### src/rtl/add8u_err_monitor_if.sv
// Sample handshake between the approximate-adder harness and the error monitor.
// Carries the operand pair, the approximate sum and the valid/ready pair.
interface add8u_err_monitor_if;
    logic       in_valid;
    logic       in_ready;
    logic [7:0] A;
    logic [7:0] B;
    logic [8:0] O;

    modport master (output in_valid, output A, output B, output O, input in_ready);
    modport slave  (input in_valid, input A, input B, input O, output in_ready);
endinterface

### src/rtl/add8u_err_monitor.sv
// Error-statistics monitor for an 8-bit unsigned approximate adder.
// Stage 1 computes |exact - O| and its square; stage 2 accumulates windowed statistics.
module add8u_err_monitor #(
    parameter int CNT_W = 32,
    parameter int ABS_W = 40,
    parameter int SQ_W  = 48
) (
    input  logic               clk,
    input  logic               rst,
    input  logic               clear,
    input  logic [CNT_W-1:0]   window,
    add8u_err_monitor_if.slave bus,
    output logic [CNT_W-1:0]   n_samples,
    output logic [CNT_W-1:0]   n_err,
    output logic [ABS_W-1:0]   sum_abs,
    output logic [SQ_W-1:0]    sum_sq,
    output logic [8:0]         max_err,
    output logic [7:0]         max_a,
    output logic [7:0]         max_b,
    output logic               done,
    output logic               sat
);
    localparam int AW = ABS_W + 10;
    localparam int SW = SQ_W + 19;

    logic [CNT_W-1:0] r_window;
    logic             r_s1_valid;
    logic [7:0]       r_s1_a;
    logic [7:0]       r_s1_b;
    logic [8:0]       r_s1_err;
    logic [17:0]      r_s1_sq;

    logic [CNT_W-1:0] r_n_samples;
    logic [CNT_W-1:0] r_n_err;
    logic [ABS_W-1:0] r_sum_abs;
    logic [SQ_W-1:0]  r_sum_sq;
    logic [8:0]       r_max_err;
    logic [7:0]       r_max_a;
    logic [7:0]       r_max_b;
    logic             r_done;
    logic             r_sat;

    logic [8:0]       w_exact;
    logic [9:0]       w_diff;
    logic [9:0]       w_neg;
    logic [8:0]       w_err;
    logic [17:0]      w_sq;
    logic [CNT_W:0]   w_in_flight;
    logic             w_at_limit;
    logic             w_accept;

    logic [CNT_W:0]   w_ns_sum;
    logic [CNT_W-1:0] w_ns_next;
    logic [CNT_W:0]   w_ne_sum;
    logic [CNT_W-1:0] w_ne_next;
    logic [AW-1:0]    w_abs_sum;
    logic             w_abs_ovf;
    logic [ABS_W-1:0] w_abs_next;
    logic [SW-1:0]    w_sq_sum;
    logic             w_sq_ovf;
    logic [SQ_W-1:0]  w_sq_next;

    assign w_exact = {1'b0, bus.A} + {1'b0, bus.B};
    assign w_diff  = {1'b0, w_exact} - {1'b0, bus.O};
    assign w_neg   = 10'd0 - w_diff;
    assign w_err   = w_diff[9] ? w_neg[8:0] : w_diff[8:0];
    assign w_sq    = {9'd0, w_err} * {9'd0, w_err};

    // Samples already in stage 1 count against the window so at most window are accepted.
    assign w_in_flight  = {1'b0, r_n_samples} + {{CNT_W{1'b0}}, r_s1_valid};
    assign w_at_limit   = (r_window != '0) && (w_in_flight >= {1'b0, r_window});
    assign bus.in_ready = !rst && !clear && !r_done && !w_at_limit;
    assign w_accept     = bus.in_valid && bus.in_ready;

    assign w_ns_sum   = {1'b0, r_n_samples} + {{CNT_W{1'b0}}, 1'b1};
    assign w_ns_next  = w_ns_sum[CNT_W] ? '1 : w_ns_sum[CNT_W-1:0];
    assign w_ne_sum   = {1'b0, r_n_err} + {{CNT_W{1'b0}}, (r_s1_err != 9'd0)};
    assign w_ne_next  = w_ne_sum[CNT_W] ? '1 : w_ne_sum[CNT_W-1:0];
    assign w_abs_sum  = AW'(r_sum_abs) + AW'(r_s1_err);
    assign w_abs_ovf  = |w_abs_sum[AW-1:ABS_W];
    assign w_abs_next = w_abs_ovf ? '1 : w_abs_sum[ABS_W-1:0];
    assign w_sq_sum   = SW'(r_sum_sq) + SW'(r_s1_sq);
    assign w_sq_ovf   = |w_sq_sum[SW-1:SQ_W];
    assign w_sq_next  = w_sq_ovf ? '1 : w_sq_sum[SQ_W-1:0];

    always_ff @(posedge clk) begin
        if (rst) begin
            r_window    <= '0;
            r_s1_valid  <= 1'b0;
            r_s1_a      <= '0;
            r_s1_b      <= '0;
            r_s1_err    <= '0;
            r_s1_sq     <= '0;
            r_n_samples <= '0;
            r_n_err     <= '0;
            r_sum_abs   <= '0;
            r_sum_sq    <= '0;
            r_max_err   <= '0;
            r_max_a     <= '0;
            r_max_b     <= '0;
            r_done      <= 1'b0;
            r_sat       <= 1'b0;
        end else if (clear) begin
            r_window    <= window;
            r_s1_valid  <= 1'b0;
            r_n_samples <= '0;
            r_n_err     <= '0;
            r_sum_abs   <= '0;
            r_sum_sq    <= '0;
            r_max_err   <= '0;
            r_max_a     <= '0;
            r_max_b     <= '0;
            r_done      <= 1'b0;
            r_sat       <= 1'b0;
        end else begin
            r_s1_valid <= w_accept;
            if (w_accept) begin
                r_s1_a   <= bus.A;
                r_s1_b   <= bus.B;
                r_s1_err <= w_err;
                r_s1_sq  <= w_sq;
            end
            if (r_s1_valid && !r_done) begin
                r_n_samples <= w_ns_next;
                r_n_err     <= w_ne_next;
                r_sum_abs   <= w_abs_next;
                r_sum_sq    <= w_sq_next;
                // Strictly greater: ties keep the operands of the earlier sample.
                if (r_s1_err > r_max_err) begin
                    r_max_err <= r_s1_err;
                    r_max_a   <= r_s1_a;
                    r_max_b   <= r_s1_b;
                end
                if ((r_window != '0) && (w_ns_next == r_window)) begin
                    r_done <= 1'b1;
                end
                if (w_ns_sum[CNT_W] || w_ne_sum[CNT_W] || w_abs_ovf || w_sq_ovf) begin
                    r_sat <= 1'b1;
                end
            end
        end
    end

    assign n_samples = r_n_samples;
    assign n_err     = r_n_err;
    assign sum_abs   = r_sum_abs;
    assign sum_sq    = r_sum_sq;
    assign max_err   = r_max_err;
    assign max_a     = r_max_a;
    assign max_b     = r_max_b;
    assign done      = r_done;
    assign sat       = r_sat;
endmodule
### src/flat_wrapper.sv
// flat-port wrapper written by rule: the top's interface ports become plain ports
module add8u_err_monitor_flat 
#(
    parameter int CNT_W = 32,
    parameter int ABS_W = 40,
    parameter int SQ_W  = 48
)
  (clk, rst, clear, window, n_samples, n_err, sum_abs, sum_sq, max_err, max_a, max_b, done, sat, bus_in_valid, bus_A, bus_B, bus_O, bus_in_ready);
  add8u_err_monitor_if bus_i ();
  input  logic clk;
  input  logic rst;
  input  logic clear;
  input  logic [CNT_W-1:0] window;
  output logic [CNT_W-1:0] n_samples;
  output logic [CNT_W-1:0] n_err;
  output logic [ABS_W-1:0] sum_abs;
  output logic [SQ_W-1:0] sum_sq;
  output logic [8:0] max_err;
  output logic [7:0] max_a;
  output logic [7:0] max_b;
  output logic done;
  output logic sat;
  input wire logic [$bits(bus_i.in_valid)-1:0] bus_in_valid;
  input wire logic [$bits(bus_i.A)-1:0] bus_A;
  input wire logic [$bits(bus_i.B)-1:0] bus_B;
  input wire logic [$bits(bus_i.O)-1:0] bus_O;
  output wire logic [$bits(bus_i.in_ready)-1:0] bus_in_ready;
  assign bus_i.in_valid = bus_in_valid;
  assign bus_i.A = bus_A;
  assign bus_i.B = bus_B;
  assign bus_i.O = bus_O;
  assign bus_in_ready = bus_i.in_ready;
  add8u_err_monitor #(.CNT_W(CNT_W), .ABS_W(ABS_W), .SQ_W(SQ_W)) u_core (.clk(clk), .rst(rst), .clear(clear), .window(window), .bus(bus_i), .n_samples(n_samples), .n_err(n_err), .sum_abs(sum_abs), .sum_sq(sum_sq), .max_err(max_err), .max_a(max_a), .max_b(max_b), .done(done), .sat(sat));
endmodule
### config.mk
export PLATFORM = sky130hd
export DESIGN_NAME = add8u_err_monitor_flat
export DESIGN_NICKNAME = d
export VERILOG_FILES = /design/src/rtl/add8u_err_monitor_if.sv /design/src/rtl/add8u_err_monitor.sv /design/src/flat_wrapper.sv
export SDC_FILE = /design/constraint.sdc
export NUM_CORES = 1
export LEC_CHECK = 0
export CAP_MARGIN = 20
export CORE_MARGIN = 2
export CORE_UTILIZATION = 25
export CTS_CLUSTER_DIAMETER = 50
export DETAILED_ROUTE_END_ITERATION = 6
export GPL_TIMING_DRIVEN = 0
export HOLD_SLACK_MARGIN = 0.1
export MAX_ROUTING_LAYER = met4
export PLACE_DENSITY = 0.43
export SLEW_MARGIN = 5
export SYNTH_ARGS = -nofsm -noshare
export SYNTH_HDL_FRONTEND = slang
export SYNTH_SLANG_ARGS = --single-unit
### constraint.sdc
create_clock -name clk -period 9.5 [get_ports clk]
set_input_delay 1.425 -clock clk [delete_from_list [all_inputs] [get_ports clk]]
set_output_delay 1.425 -clock clk [all_outputs]
set_load 0.005 [all_outputs]
# [After elaboration in Yosys (flattened, before gate mapping)]
# Cells that the tools add are included.
[word_totals] output_inout_bits=180 wordCells=56 latchBits=0 mem_bits_ro=0 ramBits=0 memories=0 input_bits=61 regBits=255
[classes] n_bitwise=1 addsub=8 n_mul=1 shifts=0 n_div=0 eq_ne=1 n_mux=5 order_cmp=2 reduce_logical=23
[ops] op="32-bit by 1-bit adder with 33-bit output" n=2
[ops] op="32-bit 2-to-1 mux" n=2
[ops] op="48-bit by 18-bit adder with 49-bit output" n=1
[ops] op="48-bit 2-to-1 mux" n=1
[ops] op="40-bit by 9-bit adder with 41-bit output" n=1
[ops] op="40-bit 2-to-1 mux" n=1
[ops] op="32-bit by 1-bit adder with 33-bit output (second input constant)" n=1
[ops] op="33-bit by 32-bit greater-or-equal comparator with 1-bit output" n=1
[ops] op="32-bit equality test" n=1
[ops] op="32-bit nonzero test" n=1
[ops] op="19-bit OR reduction" n=1
[ops] op="9-bit by 9-bit multiplier with 18-bit output" n=1
[ops] op="10-bit OR reduction" n=1
[ops] op="9-bit by 9-bit subtractor with 10-bit output" n=1
[ops] op="8-bit by 8-bit adder with 9-bit output" n=1
[ops] op="9-bit greater-than comparator" n=1
[ops] op="9-bit 2-to-1 mux" n=1
[ops] op="9-bit nonzero test" n=1
[ops] op="1-bit by 9-bit subtractor with 9-bit output (first input constant)" n=1
[ops] op="2-bit AND reduction" n=4
[ops] op="1-bit logical AND" n=7
[ops] op="1-bit logical NOT" n=4
[ops] op="1-bit logical OR" n=3
[ops] op="2-bit OR reduction" n=1
[ops] op="1-bit NOT" n=1

# [Longest topological paths before layout]
# Gate-level depths: netlist of run 1.
[logic_depth] depth_word=7 depth_mapped=33 mapped_depth_nobuf=33

# [Least setup slack after synthesis of run 1]
# OpenSTA, ideal clock, no wires.
[synth_timing] path_kind="input port to flip-flop" from="in bus_B[1]" to="reg u_core.r_s1_sq[16]" path_slack_ps=1556 t_required_ps=9372 path_stages=27 setup_time_ps=128 n_path_buf=0 t_arrival_ps=7816 cell_sequence="inv_1 fa_1 inv_1 ha_1 a21oi_1 o2111ai_1 xor2_1 nor4_1 a31oi_1 xnor2_1 nor2_1 ha_1 xor2_1 fa_1 inv_1 fa_1 inv_1 fa_1 inv_1 ha_1 a21boi_0 or4_1 a31o_2 o41a_1 xor2_1 mux2i_1 nor2_1"
[synth_via] elab_chain_len=5
[synth_rtl] element="start, declared" line_no="flat_wrapper.sv:25" source="input wire logic [$bits(bus_i.B)-1:0] bus_B;"
[synth_rtl] element="8-bit by 8-bit adder with 9-bit output (*)" line_no="add8u_err_monitor.sv:63" source="assign w_exact = {1'b0, bus.A} + {1'b0, bus.B};"
[synth_rtl] element="9-bit by 9-bit subtractor with 10-bit output (*)" line_no="add8u_err_monitor.sv:64" source="assign w_diff = {1'b0, w_exact} - {1'b0, bus.O};"
[synth_rtl] element="1-bit by 9-bit subtractor with 9-bit output" line_no="add8u_err_monitor.sv:65" source="assign w_neg = 10'd0 - w_diff;"
[synth_rtl] element="9-bit 2-to-1 mux (*)" line_no="add8u_err_monitor.sv:66" source="assign w_err = w_diff[9] ? w_neg[8:0] : w_diff[8:0];"
[synth_rtl] element="9-bit by 9-bit multiplier with 18-bit output (*)" line_no="add8u_err_monitor.sv:67" source="assign w_sq = {9'd0, w_err} * {9'd0, w_err};"
[synth_rtl] element="end signal, assigned" line_no="add8u_err_monitor.sv:121" source="r_s1_sq <= w_sq;"
[synth_rtl] element="end, declared" line_no="add8u_err_monitor.sv:31" source="logic [17:0] r_s1_sq;"
# Every way passes the cells marked *; elsewhere a longest branch is shown, timed or not.
# A chain may end at the register's enable or synchronous reset.

# [Worst setup path in the final report of run 1]
# Ends and elaborated chain as after synthesis.

==> results_dict.tcl, run 1 <==
set metrics [dict create \
    insertion_delay_ns 0.59 \
    synthTopCellsByArea "dfxtp_1, ha_1, mux2i_1" \
    yosysWarnings 0 \
    synth_area_per_cell_um2 8.184 \
    antenna_found_initial 2 \
    ios 241 \
    die_h_um 267.3 \
    synth_edf_count 0 \
    gr-total-overflow 0 \
    cts_buffers 43 \
    clk_pin_slew_ns 0.05 \
    synth_top_family_by_area "simple AND/OR/NAND/NOR gates" \
    grt_pass1_vias 16260 \
    cp_top_family "adder cells" \
    worst-path-buf-inv 6 \
    drtIter0Drc 1059 \
    areaGrowthSynthToFinish_pct 28.82 \
    dieArea_mm2 0.07142 \
    start_util_pct 25.26 \
    max_slew_margin_pct 29.09 \
    hold_class "register to register" \
    met3_usage_pct 2.924 \
    yosys.area.top_type "dfxtp_1" \
    cts_buffer_depth 3 \
    powerDensity_mw_per_mm2 366.3 \
    vdd_drop_max_v 0.0006172 \
    synth_cells 2117 \
    syn_nets 2337 \
    setup_viol 0 \
    wl_per_cell_um 20.00 \
    max_stage_delay_ns 0.76 \
    timing.final.crit_share_pct 92.87 \
    viasPerCell 4.863 \
    path_class "primary input to register" \
    synth_most_common_cell "dfxtp_1" \
    coreArea_mm2 0.06859 \
    rsz0062_at_grt "false" \
    synth_ff_type "dfxtp_1" \
    power.static_leakage_nw 8.597 \
    drc 0 \
    cp-start-kind "primary input" \
    cp_slowest_cell "xnor2_1" \
    cap_violations 0 \
    muxShareOfSynthArea_pct 5.604 \
    layout_min_cycle_time_ns 8.823 \
    postCtsSetupBuffers 0 \
    clkSinkCount 253 \
    synthDistinctLibCells 87 \
    synth_fa_ha_area_share_pct 13.35 \
    die_w_um 267.3 \
    grt_use_met1_pct 23.30 \
    ys_ff_latch 253 \
    power_mw 8.175 \
    fin_worst_skew_ns 0.03261 \
    synth_top_area_share_pct 29.23 \
    drive_above_1_share_pct 6.576 \
    ant_nets 0 \
    h-tree-depth 2 \
    hold_violations 0 \
    async_reset_ff_share_pct 0 \
    crit_fanout 8 \
    via_count 16360 \
    grt_use_total_pct 19.03 \
    cts_hold_buf 0 \
    layout.nets 2622 \
    cp.arrival_ns 9.25 \
    crit_required_ns 9.93 \
    max_freq_ghz 0.1133 \
    synthSimpleGateAreaFrac_pct 21.78 \
    netlist_top_cells_count "dfxtp_1, nor2_1, inv_1, nand2_1, a21oi_1" \
    drt-pass1-iter-count 5 \
    grt_start_max_net_pins 13 \
    grt_first_pass_wirelength_mm 100.4 \
    finalSetupTns_ns 0 \
    syn-cell-area_mm2 0.01733 \
    cts_tree "done" \
    seq_area_frac_synth_pct 29.23 \
    final_util_pct 32.54 \
    slew_viol_final 0 \
    cts-root-buf "clkbuf_16" \
    routabilityCongestion 0.9382 \
    worst_pin_slew_ns 1.064 \
    grt_use_met2_pct 32.40 \
    place_hpwl_mm 53.57 \
    routed_wl_mm 67.29 \
    fp-row-count 96 \
    status "finished, final reports clean" \
    portBuffers 239 \
    top_usage_layer "met2" \
    synth_compound_area_share_pct 14.52 \
    cts_resized 0 \
    crit_path_end_kind "register" \
    synth_xor_area_share_pct 8.876 \
    cp_common_cell "inv_1" \
]
-- report_power, final --
group | switching (mW) | internal, mW
Sequential | 0.0474 | 1.11
Combinational | 3.03 | 2.44
Clock | 0.603 | 0.949
Total | 3.68 | 4.50
-- routing by layer --
layer,vias up,wire length (µm),share of wire (%)
li1,7967,-,-
met1,7903,29630,44
met2,391,32820,49
met3,103,3145,4.7
met4,0,1693,2.5
met5,-,0,0
-- worst reg2reg max path: stages, from the launching register on --
cell and delay (ns):
dfxtp_1 0.51, buf_2 0.30, nand3_1 0.29, nor4_2 0.87, nand2_1 0.30, nor2_1 0.23
xor2_1 0.19, ha_1 0.27, a21o_1 0.16, a21oi_1 0.30, or2_2 0.17, nand4_1 0.13
nand2b_1 0.18, o21ai_1 0.70, clkbuf_1 0.57, mux2i_1 0.26, nor2_1 0.05
-- cell usage in the layout (no fill, tap or decap), types with 79 or more instances in the layout --
| cell type | instances |
|---|---|
| dfxtp_1 | 253 |
| nand2_1 | 169 |
| nor2_1 | 236 |
| inv_1 | 176 |
| clkdlybuf4s50_1 | 239 |
| ha_1 | 116 |
| a21oi_1 | 143 |
| mux2i_1 | 97 |
| xnor2_1 | 94 |
| xor2_1 | 79 |
-- logic make-up after synthesis --
logic type / count (synthesis)
buffers and inverters: 283
XOR/XNOR: 174
adder cells (fa/ha/maj): 159
flip-flops: 253
AND/OR/NAND/NOR: 751
AO/OA/AOI/OAI: 400
multiplexers: 97
-- layout make-up --
cell class | count | area [µm²]
multi-input combinational | 1581 | 11120
buffer | 105 | 483.0
tap | 931 | 1165
antenna | 1 | 2.502
clock inverter | 22 | 234.0
fill | 7268 | 46270
sequential | 253 | 5065
inverter | 178 | 668.1
clock buffer | 54 | 1187
timing repair buffer | 240 | 2397
-- path summary, 6_finish.rpt --
check,endpoint,depth (start not counted),slack [ns],from
max,u_core.r_s1_sq[16],27,0.68,bus_B[1]
max reg2reg,u_core.r_s1_sq[15],16,3.87,u_core.n_samples[2]
min,u_core.max_a[1],2,0.46,u_core.max_a[1]
min reg2reg,u_core.max_a[1],2,0.46,u_core.max_a[1]
-- state kept, by name, indices dropped and copies added, names as in the netlist, 9 cells and up --
| name | flops |
|---|---|
| u_core.sum_sq | 48 |
| u_core.sum_abs | 40 |
| u_core.n_err | 32 |
| u_core.n_samples | 32 |
| u_core.r_window | 32 |
| u_core.r_s1_sq | 17 |
| u_core.max_err | 9 |
-- through the flow --
stage               setup WS (ns)  cell area, µm²  hold WS, ns  instances
floorplan                   1.556           17330       0.4373       2117
global placement           0.1136           20880       0.4454       3287
detailed placement        0.04134           20890       0.4482       3288
CTS                        0.6187           22320       0.4615       3364
global route               0.1093           22320       0.4848       3365
finish                     0.6770           22320       0.4570       3365
(Power assumes the default switching activity.)
==> run 2, diff against run 1 <==
CTS_CLUSTER_DIAMETER = unset   (was 50)
==> run 2 against run 1 <==
Effect of this change:
- core utilization shrank 0.29 points
- cell count fell by 0.33%
- fmax down 0.17%
- clock skew decreased by 0.0052 ns
- combinational power about the same
==> results_dict.tcl, run 2 (synthesis results as in run 1) <==
set metrics [dict create \
    status "finished, final reports clean" \
    dieArea_mm2 0.07142 \
    max_slew_margin_pct 29.28 \
    final_util_pct 32.25 \
    portBuffers 239 \
    gr-total-overflow 0 \
    cts_resized 0 \
    grt_start_max_net_pins 13 \
    layout_min_cycle_time_ns 8.838 \
    slew_viol_final 0 \
    insertion_delay_ns 0.56 \
    grt_first_pass_wirelength_mm 100.4 \
    postCtsSetupBuffers 0 \
    cap_violations 0 \
    via_count 16270 \
    hold_class "register to register" \
    max_freq_ghz 0.1131 \
    path_class "primary input to register" \
    powerDensity_mw_per_mm2 363.0 \
    crit_path_end_kind "register" \
    areaGrowthSynthToFinish_pct 27.68 \
    clkSinkCount 253 \
    cts_hold_buf 0 \
    cp-start-kind "primary input" \
    power.static_leakage_nw 8.493 \
    cts_tree "done" \
    grt_pass1_vias 16160 \
    setup_viol 0 \
    coreArea_mm2 0.06859 \
    vdd_drop_max_v 0.0006219 \
    grt_use_total_pct 19.02 \
    fp-row-count 96 \
    wl_per_cell_um 20.03 \
    crit_fanout 8 \
    drt-pass1-iter-count 5 \
    h-tree-depth 2 \
    finalSetupTns_ns 0 \
    crit_required_ns 9.92 \
    fin_worst_skew_ns 0.02743 \
    antenna_found_initial 2 \
    cts_buffer_depth 3 \
    timing.final.crit_share_pct 93.03 \
    worst_pin_slew_ns 1.061 \
    ios 241 \
    largest_register_ffs 48 \
    ant_nets 0 \
    place_hpwl_mm 53.57 \
    rsz0062_at_grt "false" \
    cts-root-buf "clkbuf_16" \
    drc 0 \
    final_common_cell "dfxtp_1" \
    hold_violations 0 \
    drtIter0Drc 930 \
    cp.arrival_ns 9.26 \
    final_cell_mix "dfxtp_1, clkdlybuf4s50_1, nor2_1, inv_1, nand2_1" \
    viasPerCell 4.851 \
    layout.nets 2614 \
    die_h_um 267.3 \
    routed_wl_mm 67.19 \
    die_w_um 267.3 \
    drive_above_1_share_pct 6.113 \
    routabilityCongestion 0.9382 \
    cts_buffers 35 \
    start_util_pct 25.26 \
    clk_pin_slew_ns 0.06 \
]
## run 2: changes by cell type in the layout (fill, tap and decap cells not counted)
cell	delta
bufinv_16	+1
clkbuf_16	-6
clkinv_4	-3
clkinv_8	-2
clkinvlp_4	+2
diode_2	+1
inv_6	-4
## run 2: path summary, 6_finish.rpt
path                        end  slack, ns                 from  cells past startpoint
max          u_core.r_s1_sq[16]       0.66             bus_B[1]                     27
min             u_core.max_a[1]       0.46      u_core.max_a[1]                      2
max reg2reg  u_core.r_s1_sq[15]       3.98  u_core.n_samples[2]                     16
min reg2reg     u_core.max_a[1]       0.46      u_core.max_a[1]                      2
## run 2: report_power, final
group | total [mW] | internal (mW) | switching [mW]
combinational | 5.47 | 2.44 | 3.03
clock | 1.40 | 0.852 | 0.553
sequential | 1.15 | 1.11 | 0.0472
total | 8.03 | 4.40 | 3.63
## run 2: routing by layer
layer | up-vias | part of all wire (%) | global-route usage (%)
li1 | 7939 | - | -
met1 | 7876 | 44 | 23.44
met2 | 372 | 49 | 32.40
met3 | 83 | 4.4 | 2.574
met4 | 0 | 2.7 | 5.421
met5 | - | 0 | -
## run 2: stage by stage
stage / hold slack [ns] / std cells / setup WS [ns] / power, mW / instance area, µm²
after floorplan: 0.4373 / 2117 / 1.556 / 5.512 / 17330
after global placement: 0.4454 / 3287 / 0.1136 / 6.696 / 20880
after detailed placement: 0.4482 / 3288 / 0.04134 / 6.741 / 20890
after CTS: 0.4618 / 3352 / 0.6056 / 8.212 / 22120
after global routing: 0.4858 / 3353 / 0.08898 / 8.928 / 22120
final: 0.4560 / 3354 / 0.6621 / 8.030 / 22120
## run 2: layout make-up
class | instances | area (µm²)
Clock inverter | 16 | 185.2
Clock buffer | 48 | 1037
Inverter | 178 | 668.1
Buffer | 105 | 483.0
Sequential cell | 253 | 5065
Fill cell | 7276 | 46460
Tap cell | 931 | 1165
Antenna cell | 2 | 5.005
Timing Repair Buffer | 240 | 2397
Multi-Input combinational cell | 1581 | 11120
## run 2: worst max-delay path: stages
cell and delay (ns):
clkdlybuf4s50_1 0.52, inv_1 0.07, fa_1 0.58, inv_1 0.06
ha_1 0.27, a21oi_1 0.10, o2111a_1 0.33, o31ai_1 0.61
a31oi_1 0.17, xnor2_1 0.77, nor2_1 0.15, ha_1 0.37
xor2_1 0.19, fa_1 0.54, inv_1 0.06, fa_1 0.52
inv_1 0.05, fa_1 0.53, inv_1 0.04, ha_1 0.33
a21boi_0 0.18, or4_1 0.48, a31o_2 0.24, o41a_1 0.33
xor2_1 0.16, mux2i_1 0.13, nor2_1 0.05
==> run 3, diff against run 2 <==
ABC_AREA = 1   (was unset)
PLACE_DENSITY = 0.42   (was 0.43)
TNS_END_PERCENT = 100   (was unset)
==> run 3 against run 2 <==
Effect of this change:
- the flow now finishes with violations (DRC)
- area after synthesis increased by 6.7%
- non-clock buffer count decreased by 32
- synthesized cell count increased by 35%
- setup slack improved by 0.60 ns
- power decreased by 20%
- critical endpoint unchanged
- largest cell class unchanged
- largest power group unchanged
==> results_dict.tcl, run 3 <==
set metrics [dict create \
    status "finished with violations" \
    violations "DRC" \
    hold_violations 0 \
    die_h_um 276.0 \
    cts-root-buf "clkbuf_16" \
    ys_ff_latch 253 \
    cts_buffers 35 \
    grt_pass1_vias 19000 \
    met3_usage_pct 2.315 \
    regToRegSetupSlack_ns 4.90 \
    synth_edf_count 0 \
    worstReg2RegStart "u_core.n_samples[1]" \
    synthTopCellsByArea "dfxtp_1, nand2_1, inv_1" \
    cts_tree "done" \
    drc 12 \
    die_w_um 276.0 \
    crit_required_ns 10.00 \
    syn_nets 3069 \
    coreArea_mm2 0.07308 \
    max_slew_margin_pct 15.96 \
    drive_above_1_share_pct 3.144 \
    insertion_delay_ns 0.56 \
    cp.arrival_ns 8.74 \
    clk_pin_slew_ns 0.06 \
    clock_power_share_pct 20.8 \
    seqPwrFrac_pct 18.0 \
    layout.cells.non_filler 4108 \
    cts_hold_buf 0 \
    combPwrFrac_pct 61.2 \
    timing.hold.ws_ns 0.4817 \
    ios 241 \
    cp-startpoint "bus_B[7]" \
    rsz0062_at_grt "false" \
    grt_use_met1_pct 27.17 \
    areaGrowthSynthToFinish_pct 25.57 \
    worst_pin_slew_ns 1.247 \
    path_class "primary input to register" \
    vdd_drop_max_v 0.001027 \
    crit_fanout 8 \
    r2r-end "u_core.r_s1_sq[9]" \
    antenna_found_initial 0 \
    synth_cells 2849 \
    crit_path_end_kind "register" \
    timing.final.crit_share_pct 86.69 \
    portBuffers 240 \
    fp-row-count 99 \
    drt-pass1-iter-count 7 \
    yosysWarnings 0 \
    routabilityCongestion 0.9376 \
    synth_area_per_cell_um2 6.491 \
    power.static_leakage_nw 10.13 \
    fin_worst_skew_ns 0.03671 \
    n_antenna_cell 0 \
    layout.nets 3346 \
    top_usage_layer "met2" \
    cts_buffer_depth 3 \
    cap_violations 0 \
    drtIter0Drc 1331 \
    async_reset_ff_share_pct 0 \
    grt_start_max_net_pins 12 \
    viasPerCell 4.729 \
    grt_use_met2_pct 34.53 \
    crit_end "u_core.r_s1_sq[16]" \
    synth_ff_type "dfxtp_1" \
    gr-total-overflow 0 \
    synthDistinctLibCells 50 \
    grt_use_total_pct 20.78 \
    cp_top_family "adder cells" \
    netlist_top_cells_count "nand2_1, inv_1, nor2_1, dfxtp_1, a21oi_1" \
    synth_top_area_share_pct 27.39 \
    grt_first_pass_wirelength_mm 116.8 \
    final_cell_mix "nand2_1, inv_1, nor2_1, dfxtp_1, clkdlybuf4s50_1" \
    synth_most_common_cell "nand2_1" \
    via_count 19430 \
    powerDensity_mw_per_mm2 275.6 \
    routed_wl_mm 77.64 \
    power_mw 6.399 \
    place_hpwl_mm 62.85 \
    clkSinkCount 253 \
    worst-path-stages 30 \
    start_util_pct 25.30 \
    postCtsSetupBuffers 0 \
    yosys.area.top_type "dfxtp_1" \
    wl_per_cell_um 18.90 \
    cp-start-kind "primary input" \
    largest_register_ffs 48 \
    max_freq_ghz 0.1214 \
    dieArea_mm2 0.07616 \
    rr_worst_depth 25 \
    final_common_cell "nand2_1" \
    max_stage_delay_ns 0.58 \
    slew_viol_final 0 \
    p_sw_mw 2.986 \
    worst-path-buf-inv 8 \
    hold_class "register to register" \
    h-tree-depth 2 \
    cts_resized 0 \
    internal-power_mw 3.413 \
    swShare_pct 46.66 \
    nFillCells 8098 \
    post-place-cells 4048 \
    syn-cell-area_mm2 0.01849 \
    cp_slowest_cell "clkdlybuf4s50_1" \
    finalSetupTns_ns 0 \
    seq_area_frac_synth_pct 27.39 \
    cp_common_cell "inv_1" \
    layout_min_cycle_time_ns 8.236 \
    setup_viol 0 \
    ant_nets 0 \
]
## run 3: cell types whose count changed after synthesis, sizes merged, moves of 24 or more
cell   change
a21oi     +63
and3      -34
inv      +259
mux2i     -97
nand2    +467
nand3     +87
nor2     +169
nor4      -24
o21ai     +93
xnor2     -64
## run 3: logic make-up after synthesis
kind of cell | Yosys count | synth area share (%)
flops | 253 | 27.39
compound gates | 447 | 13.01
xor+xnor | 122 | 5.778
buf+inv | 516 | 10.76
simple gates | 1352 | 30.56
fa+ha+maj | 159 | 12.50
## run 3: area by class of cell
type | instances | area [µm²] | area share [%]
Timing Repair Buffer | 240 | 2402 | 10.35
Clock inverter | 8 | 116.4 | 0.5011
Inverter | 443 | 1663 | 7.161
Clock buffer | 52 | 1010 | 4.349
Sequential cell | 253 | 5065 | 21.81
Buffer | 73 | 326.6 | 1.406
Multi-Input combinational cell | 2080 | 11440 | 49.26
Tap cell | 959 | 1200 | 5.168
## run 3: worst reg2reg max path: stages (launching register included)
cell and delay (ns):
dfxtp_1 0.71, ha_1 0.44, inv_1 0.11, nor2_2 0.29, nand2_1 0.18, nor2_2 0.30, nand2_1 0.22, xor2_1 0.19
ha_1 0.30, nand2_1 0.07, inv_1 0.05, nand3_1 0.08, inv_1 0.09, nand2_1 0.08, nand2_1 0.05, nor2_1 0.07
nand2_1 0.09, nand2_1 0.07, nand2_1 0.05, nand2_1 0.05, nand2_1 0.04, nand2_1 0.22, nand3_2 0.24, buf_4 0.26
nor2_1 0.17, nor2_1 0.07
## run 3: worst min path at each step
| stage | startpoint | cells after the start | endpoint | slack [ns] |
|---|---|---|---|---|
| final | u_core.max_a[7] | 2 | u_core.max_a[7] | 0.48 |
| after global routing | u_core.sum_abs[0] | 2 | u_core.sum_abs[0] | 0.52 |
| after CTS | u_core.sum_abs[0] | 2 | u_core.sum_abs[0] | 0.49 |
| after detailed placement | u_core.max_a[3] | 2 | u_core.max_a[3] | 0.47 |
| after global placement | u_core.max_a[0] | 2 | u_core.max_a[0] | 0.47 |
| after floorplan | u_core.r_s1_sq[2] | 2 | u_core.r_s1_sq[2] | 0.44 |
## run 3: metal layers
metal,wire length [µm],up-vias,share of wire (%)
met5,0,-,0
met4,1415,0,1.8
met3,3439,77,4.4
met2,36910,436,48
met1,35870,9207,46
li1,-,9707,-
## run 3: per-stage QoR
stage | utilization (%) | instance area (µm²) | setup slack [ns]
after floorplan | - | 18490 | 2.286
after detailed placement | 30.23 | 22090 | 0.6524
after CTS | 31.77 | 23220 | 1.233
final | 31.77 | 23220 | 1.264
after global routing | 31.77 | 23220 | 0.5971
after global placement | 30.23 | 22090 | 0.6705
## run 3: power groups by stage
| stage | sequential (mW) | combinational [mW] | clock, mW |
|---|---|---|---|
| 2_1_floorplan | 1.15 | 2.96 | 0 |
| 3_3_place_gp | 1.17 | 3.93 | 0 |
| 3_5_place_dp | 1.17 | 3.96 | 0 |
| 4_1_cts | 1.15 | 4.00 | 1.37 |
| 5_1_grt | 1.15 | 4.58 | 1.41 |
| 6_report | 1.15 | 3.92 | 1.33 |
